==> config.mk <==
export PLATFORM = sky130hd
export DESIGN_NAME = clock_prog
export DESIGN_NICKNAME = d
export VERILOG_FILES = /design/src/rtl/clock_prog.sv
export SDC_FILE = /design/constraint.sdc
export NUM_CORES = 1
export LEC_CHECK = 0
export ABC_AREA = 1
export BUFFER_PORTS_ARGS = -buffer_cell sky130_fd_sc_hd__buf_2
export CAP_MARGIN = 20
export CORE_AREA = 4 4 41 43
export CTS_CLUSTER_DIAMETER = 30
export CTS_CLUSTER_SIZE = 25
export DETAILED_ROUTE_END_ITERATION = 16
export DIE_AREA = 0 0 45 47
export GPL_TIMING_DRIVEN = 0
export HOLD_SLACK_MARGIN = 0.15
export PLACE_DENSITY_LB_ADDON = 0.05
export SLEW_MARGIN = 20
export SYNTH_ARGS = -nofsm -noshare
export SYNTH_HDL_FRONTEND = slang
export SYNTH_SLANG_ARGS = --single-unit
==> constraint.sdc <==
create_clock -name Ref_clk -period 1.5 [get_ports Ref_clk]
set_input_delay 0.075 -clock Ref_clk [delete_from_list [all_inputs] [get_ports Ref_clk]]
set_output_delay 0.075 -clock Ref_clk [all_outputs]
set_load 0.005 [all_outputs]
==> src/rtl/clock_prog.sv <==
// clock_prog: programmable low/high waveform generator clocked by Ref_clk.
// After Latency cycles low, emits a repeating pattern of Offset low cycles
// followed by Pulse_Width high cycles. Rise_strobe marks the first high cycle.
module clock_prog #(
  parameter int unsigned Latency     = 0,
  parameter int unsigned Offset      = 1,
  parameter int unsigned Pulse_Width = 1,
  parameter int unsigned CNT_W       = 8
) (
  output logic Clock_out,
  input  logic Ref_clk,
  input  logic reset_,
  output logic Rise_strobe
);

  // Zero-length phases are promoted to one cycle so the waveform never sticks.
  localparam int unsigned OffsetEff = (Offset == 0) ? 1 : Offset;
  localparam int unsigned PulseEff  = (Pulse_Width == 0) ? 1 : Pulse_Width;

  localparam logic [CNT_W-1:0] OffLoad = CNT_W'(OffsetEff - 1);
  localparam logic [CNT_W-1:0] PwLoad  = CNT_W'(PulseEff - 1);
  localparam logic [CNT_W-1:0] LatLoad = (Latency > 0) ? CNT_W'(Latency - 1) : '0;

  typedef enum logic [1:0] {
    StWait = 2'b00,
    StLow  = 2'b01,
    StHigh = 2'b10
  } state_e;

  localparam state_e           RstState = (Latency > 0) ? StWait : StLow;
  localparam logic [CNT_W-1:0] RstCnt   = (Latency > 0) ? LatLoad : OffLoad;

  state_e           r_state;
  state_e           w_state_nxt;
  logic [CNT_W-1:0] r_cnt;
  logic [CNT_W-1:0] w_cnt_nxt;
  logic             r_clk_out;
  logic             w_clk_out_nxt;
  logic             r_rise;
  logic             w_rise_nxt;
  logic             w_cnt_zero;

  assign w_cnt_zero = (r_cnt == '0);

  // Next-state and next-output logic. The output flops sample the current
  // state, so Clock_out trails the state register by one edge; that places
  // the first high cycle at Latency+Offset_eff+1 counted from reset release.
  always_comb begin
    w_state_nxt   = r_state;
    w_cnt_nxt     = r_cnt - CNT_W'(1);
    w_clk_out_nxt = 1'b0;
    w_rise_nxt    = 1'b0;

    case (r_state)
      StWait: begin
        if (w_cnt_zero) begin
          w_state_nxt = StLow;
          w_cnt_nxt   = OffLoad;
        end
      end
      StLow: begin
        if (w_cnt_zero) begin
          w_state_nxt = StHigh;
          w_cnt_nxt   = PwLoad;
        end
      end
      StHigh: begin
        w_clk_out_nxt = 1'b1;
        // The counter is only at its load value on the first HIGH cycle.
        w_rise_nxt    = (r_cnt == PwLoad);
        if (w_cnt_zero) begin
          w_state_nxt = StLow;
          w_cnt_nxt   = OffLoad;
        end
      end
      default: begin
        // Unused encoding: restart a clean low phase.
        w_state_nxt = StLow;
        w_cnt_nxt   = OffLoad;
      end
    endcase
  end

  // State, counter and output registers with synchronous active-low reset.
  always_ff @(posedge Ref_clk) begin
    if (!reset_) begin
      r_state   <= RstState;
      r_cnt     <= RstCnt;
      r_clk_out <= 1'b0;
      r_rise    <= 1'b0;
    end else begin
      r_state   <= w_state_nxt;
      r_cnt     <= w_cnt_nxt;
      r_clk_out <= w_clk_out_nxt;
      r_rise    <= w_rise_nxt;
    end
  end

  assign Clock_out   = r_clk_out;
  assign Rise_strobe = r_rise;

endmodule

# Word-level counts from Yosys, hierarchy flattened
# Cells that the tools add are included.
# totals
regBits	12
output_inout_bits	2
elab_cells	22
input_bits	2
# op_classes
n_reduce_logical	7
n_bitwise	2
muxes	4
add_sub_neg	1
eq_ne	4
# op_table
cell	n
zero test 8 bit	1
subtractor 8 x 1 -> 8 bit, second input constant	1
OR reduction 3 bit	2
two-way mux 2 bit	2
one-hot mux 2 bit (2 select lines)	1
AND reduction 2 bit	2
equality test 2 x 1 -> 1 bit, second input constant	1
equality test 2 bit, second input constant	1
zero test 2 bit	1
inequality test 2 x 1 -> 1 bit, second input constant	1
inequality test 2 bit, second input constant	1
NOT 1 bit	2
OR reduction 2 bit	1
two-way mux 1 bit	1

# Logic depth before layout (Yosys ltp)
# logic_depth
depth_word	4
mapped_depth	7
depth_no_buf	7

# Worst setup path before layout
# No wires, ideal clock.
# synth_timing
path_type	flip-flop to flip-flop
from	register r_cnt[0]
to	register r_state[1]
n_path_buf	0
arrival_ns	0.897
stages_incl_launch_ff	8
synth_period_minus_slack_ns	1.013
path_slack_ns	0.487
required_time_ns	1.384
setup_ns	0.116
path_cell_list	dfxtp_1 > inv_1 > ha_1 > nand2_1 > nor2_4 > inv_2 > nor2_1 > nor2_1
# synth_via
elab_chain_cells	3
word_cells_on_any_way	4
cone_classes	2 x eq/ne; 2 x reduce/logical
# synth_rtl
item	line	source
from (decl)	35	logic [CNT_W-1:0] r_cnt;
from (signal assigned)	88	r_cnt <= RstCnt;
from (signal assigned)	93	r_cnt <= w_cnt_nxt;
zero test 8 bit *	43	assign w_cnt_zero = (r_cnt == '0);
inequality test 2 bit (no source line) / inequality test 2 x 1 -> 1 bit (equally long branches)	-	
AND reduction 2 bit (no source line) *	-	
to (signal assigned)	87	r_state <= RstState;
to (signal assigned)	92	r_state <= w_state_nxt;
to (decl)	33	state_e r_state;
# Mark *: on every way between the ends. The rest lies on a longest branch, timed or not.
# A chain may end at the register's enable or synchronous reset.

# Worst setup path in the final report
# layout_timing
from	register r_cnt[0]
to	register r_cnt[7]
# layout_via
elab_chain_cells	2
word_cells_on_any_way	3
cone_classes	1 x add/sub; 2 x reduce/logical
# layout_rtl
item
branches (longest 2 deep; another with subtractor 8 x 1 -> 8 bit)
# Several ways; the timed one is not identified.

==> out/metrics.yaml <==
timing:
  period_share_pct: 74.9
  worst_pin_slew_ps: 182
  finalHoldViolCount: 0
  rsz0062_at_grt: "false"
  clock.fmax_mhz: 891
  fin_skew_ps: 1.14
  fin_tns_setup_ps: 0
  finalCriticalPeriod_ps: 1120
  slew_violations: 0
  maxSlewHeadroom_pct: 87.8
  setup_violations: 0
worst_setup_path:
  critical-path-max-stage-delay_ps: 330
  cp.arrival_ps: 1340
  r2r_slack_ps: 380
  worst_ep_required_time_ps: 1720
  cp_max_fo: 3
  r2r_start: "r_cnt[0]"
  cp-end-kind: "register"
  crit_slowest_cell: "dfxtp_1"
  crit_type: "register to register"
  rr_worst_depth: 7
  timing.rr.end: "r_cnt[7]"
  cp-start-kind: "register"
  crit_chain: "inv_1, ha_1, nand2_1, nor2_4, nor2_1, nand2_1, nor2_1"
synthesis:
  avgSynthCellArea_um2: 7.32
  yosys.area.top_type: "dfxtp_1"
  yosysSeqAreaShare_pct: 45.0
  synth.net_count: 77
  synth_warnings: 0
  yosysTopAreaCellShare_pct: 45.0
  syn_inst: 73
  netlist_area_um2: 534
  yosys-top-cells-area: "dfxtp_1 (45%), nand2_1 (9.1%), nor2_1 (9.1%)"
  synth.ff_latch_count: 12
  ys_types: 16
placed_design:
  place_congestion: 0.667
  hpwl_um: 648
  placed_area_um2: 568
  port_buffers: 3
pwr:
  p_int_w: 0.000430
  power.switching_w: 0.000126
  combPwrFrac_pct: 4.8
  swShare_pct: 22.7
  clock_power_share_pct: 35.6
  power_density_nw_per_um2: 927
  peakVddDrop_mv: 0.580
  power_leakage_nw: 0.353
  seqPwrFrac_pct: 59.6
finish:
  stdcell_area_um2: 601
  drive_gt1_share_pct: 15.0
  nFillCells: 138
  n_antenna_cell: 0
  final_nets: 86
  final_cell_mix: "nand2_1 (13), nor2_1 (13), dfxtp_1 (12), inv_1 (12), nand3_1 (6)"
  syn_to_final_growth_pct: 12.4
detailed_routing:
  drcViolationCount: 0
  vias: 413
  via_per_inst: 4.35
  finalWirelength_um: 834
  drt_first_iter_violations: 7
  dr.pass1.iters: 4
  drtAntennaViolNets: 0
  drt-wirelength-per-cell_um: 8.78
die:
  fp-row-count: 13
  initial_core_util_pct: 41.1
  die_h_um: 47
  die_area_um2: 2120
  die-width_um: 45
  pin_count: 4
  core_um2: 1300
clock_network:
  cts_resized: 0
  clock_latency_ps: 270
  cts_tree: "yes"
  path_clk_slew_ps: 70
  cts_sinks: 12
  cts_buffers: 3
  clockBufferDepth: 2
  cts_max_level: 1
  clockRootBuffer: "clkbuf_4"
min_path:
  hp-class: "register to register"
  min_to: "r_cnt[0]"
  worstHoldPathCells: 1
  worstHoldStart: "r_cnt[0]"
job:
  max_cap_viol_count: 0
run_status:
  outcome: "completed"
global_routing:
  grt_pass1_wl_um: 1550
  globalRouteOverflowTotal: 0
  track_usage_pct: 10.9
  grt_start_max_net_pins: 7
  antenna_found_initial: 0
  grt_pass1_vias: 370
[per-stage QoR]
stage                     util, %  cells  hold slack (ps)  total power (W)  setup slack, ps
final                        46.2     95              418         0.000557              377
after global routing         46.2     95              444         0.000587              230
after CTS                    46.2     95              421         0.000567              352
after detailed placement     43.7     91              300         0.000364              371
after global placement       43.7     91              295         0.000364              383
after floorplan                 -     73              159         0.000356              487
[final cells by class]
cell class,count,area (um2),area share (%)
repair buffers,4,25.0,4.17
inverters,13,48.8,8.12
clock buffers,3,22.5,3.75
flip-flops and latches,12,240,40.0
multi-input cells,48,245,40.8
well taps,15,18.8,3.13
[what timing repair did]
item / CTS / global route
setup endpoints to repair: 0 / 0
hold buffers: 1 / 0
endpoints found under the hold margin: 3 / 0
setup buffers: 0 / 0
[routing by layer]
layer  vias up  global-route usage (%)  share of wire [%]
li1        237                       -                  -
met5         -                       0                  0
met4         0                    12.3                5.0
met1       165                    14.0                 53
met3         5                    3.45                3.6
met2         6                    13.0                 38
[how the worst max path moves through the flow]
stage	from	end	slack [ps]	cells after the start
floorplan	r_cnt[0]	r_state[1]	490	7
global placement	r_cnt[0]	r_cnt[7]	380	7
detailed placement	r_cnt[0]	r_cnt[7]	370	7
CTS	r_cnt[0]	r_cnt[7]	350	7
global route	r_cnt[0]	r_cnt[7]	230	7
finish	r_cnt[0]	r_cnt[7]	380	7
[worst max-delay path, delay by kind of cell (launching register included)]
family,cells,cell delay [ps]
fa+ha+maj,1,190
flops,1,330
simple gates,5,470
buf+inv,1,70
[registers in the layout, summed over array words and instances, names as in the netlist]
register and count:
r_cnt 8, r_state 2, Clock_out 1, Rise_strobe 1
[power by group through the flow]
stage,Combinational [W],Sequential (W),Clock (W)
floorplan,0.0000182,0.000338,0
global placement,0.0000246,0.000339,0
detailed placement,0.0000249,0.000339,0
CTS,0.0000270,0.000331,0.000208
global route,0.0000310,0.000332,0.000223
finish,0.0000268,0.000332,0.000198
[cells by family (layout without fill, tap and decap cells)]
group                    Yosys count  count (layout)  share of synthesized area [%]
AO/OA/AOI/OAI                      6               6                           5.62
flip-flops                        12              12                           45.0
XOR/XNOR                           1               1                           1.64
AND/OR/NAND/NOR                   39              39                           34.0
buffers and inverters             13              20                           9.13
adder cells (fa/ha/maj)            2               2                           4.68
[synth_stat cells]
library cell	n
nand2_1	13
nand3_1	6
or2_1	1
inv_1	12
inv_2	1
o21ai_0	3
xor2_1	1
nor2_1	13
nand4_1	1
nand2_2	1
nor2_4	1
a21oi_1	3
dfxtp_1	12
nand2_4	1
nor2_2	2
ha_1	2
No activity file was read; power rests on OpenSTA's default activity.
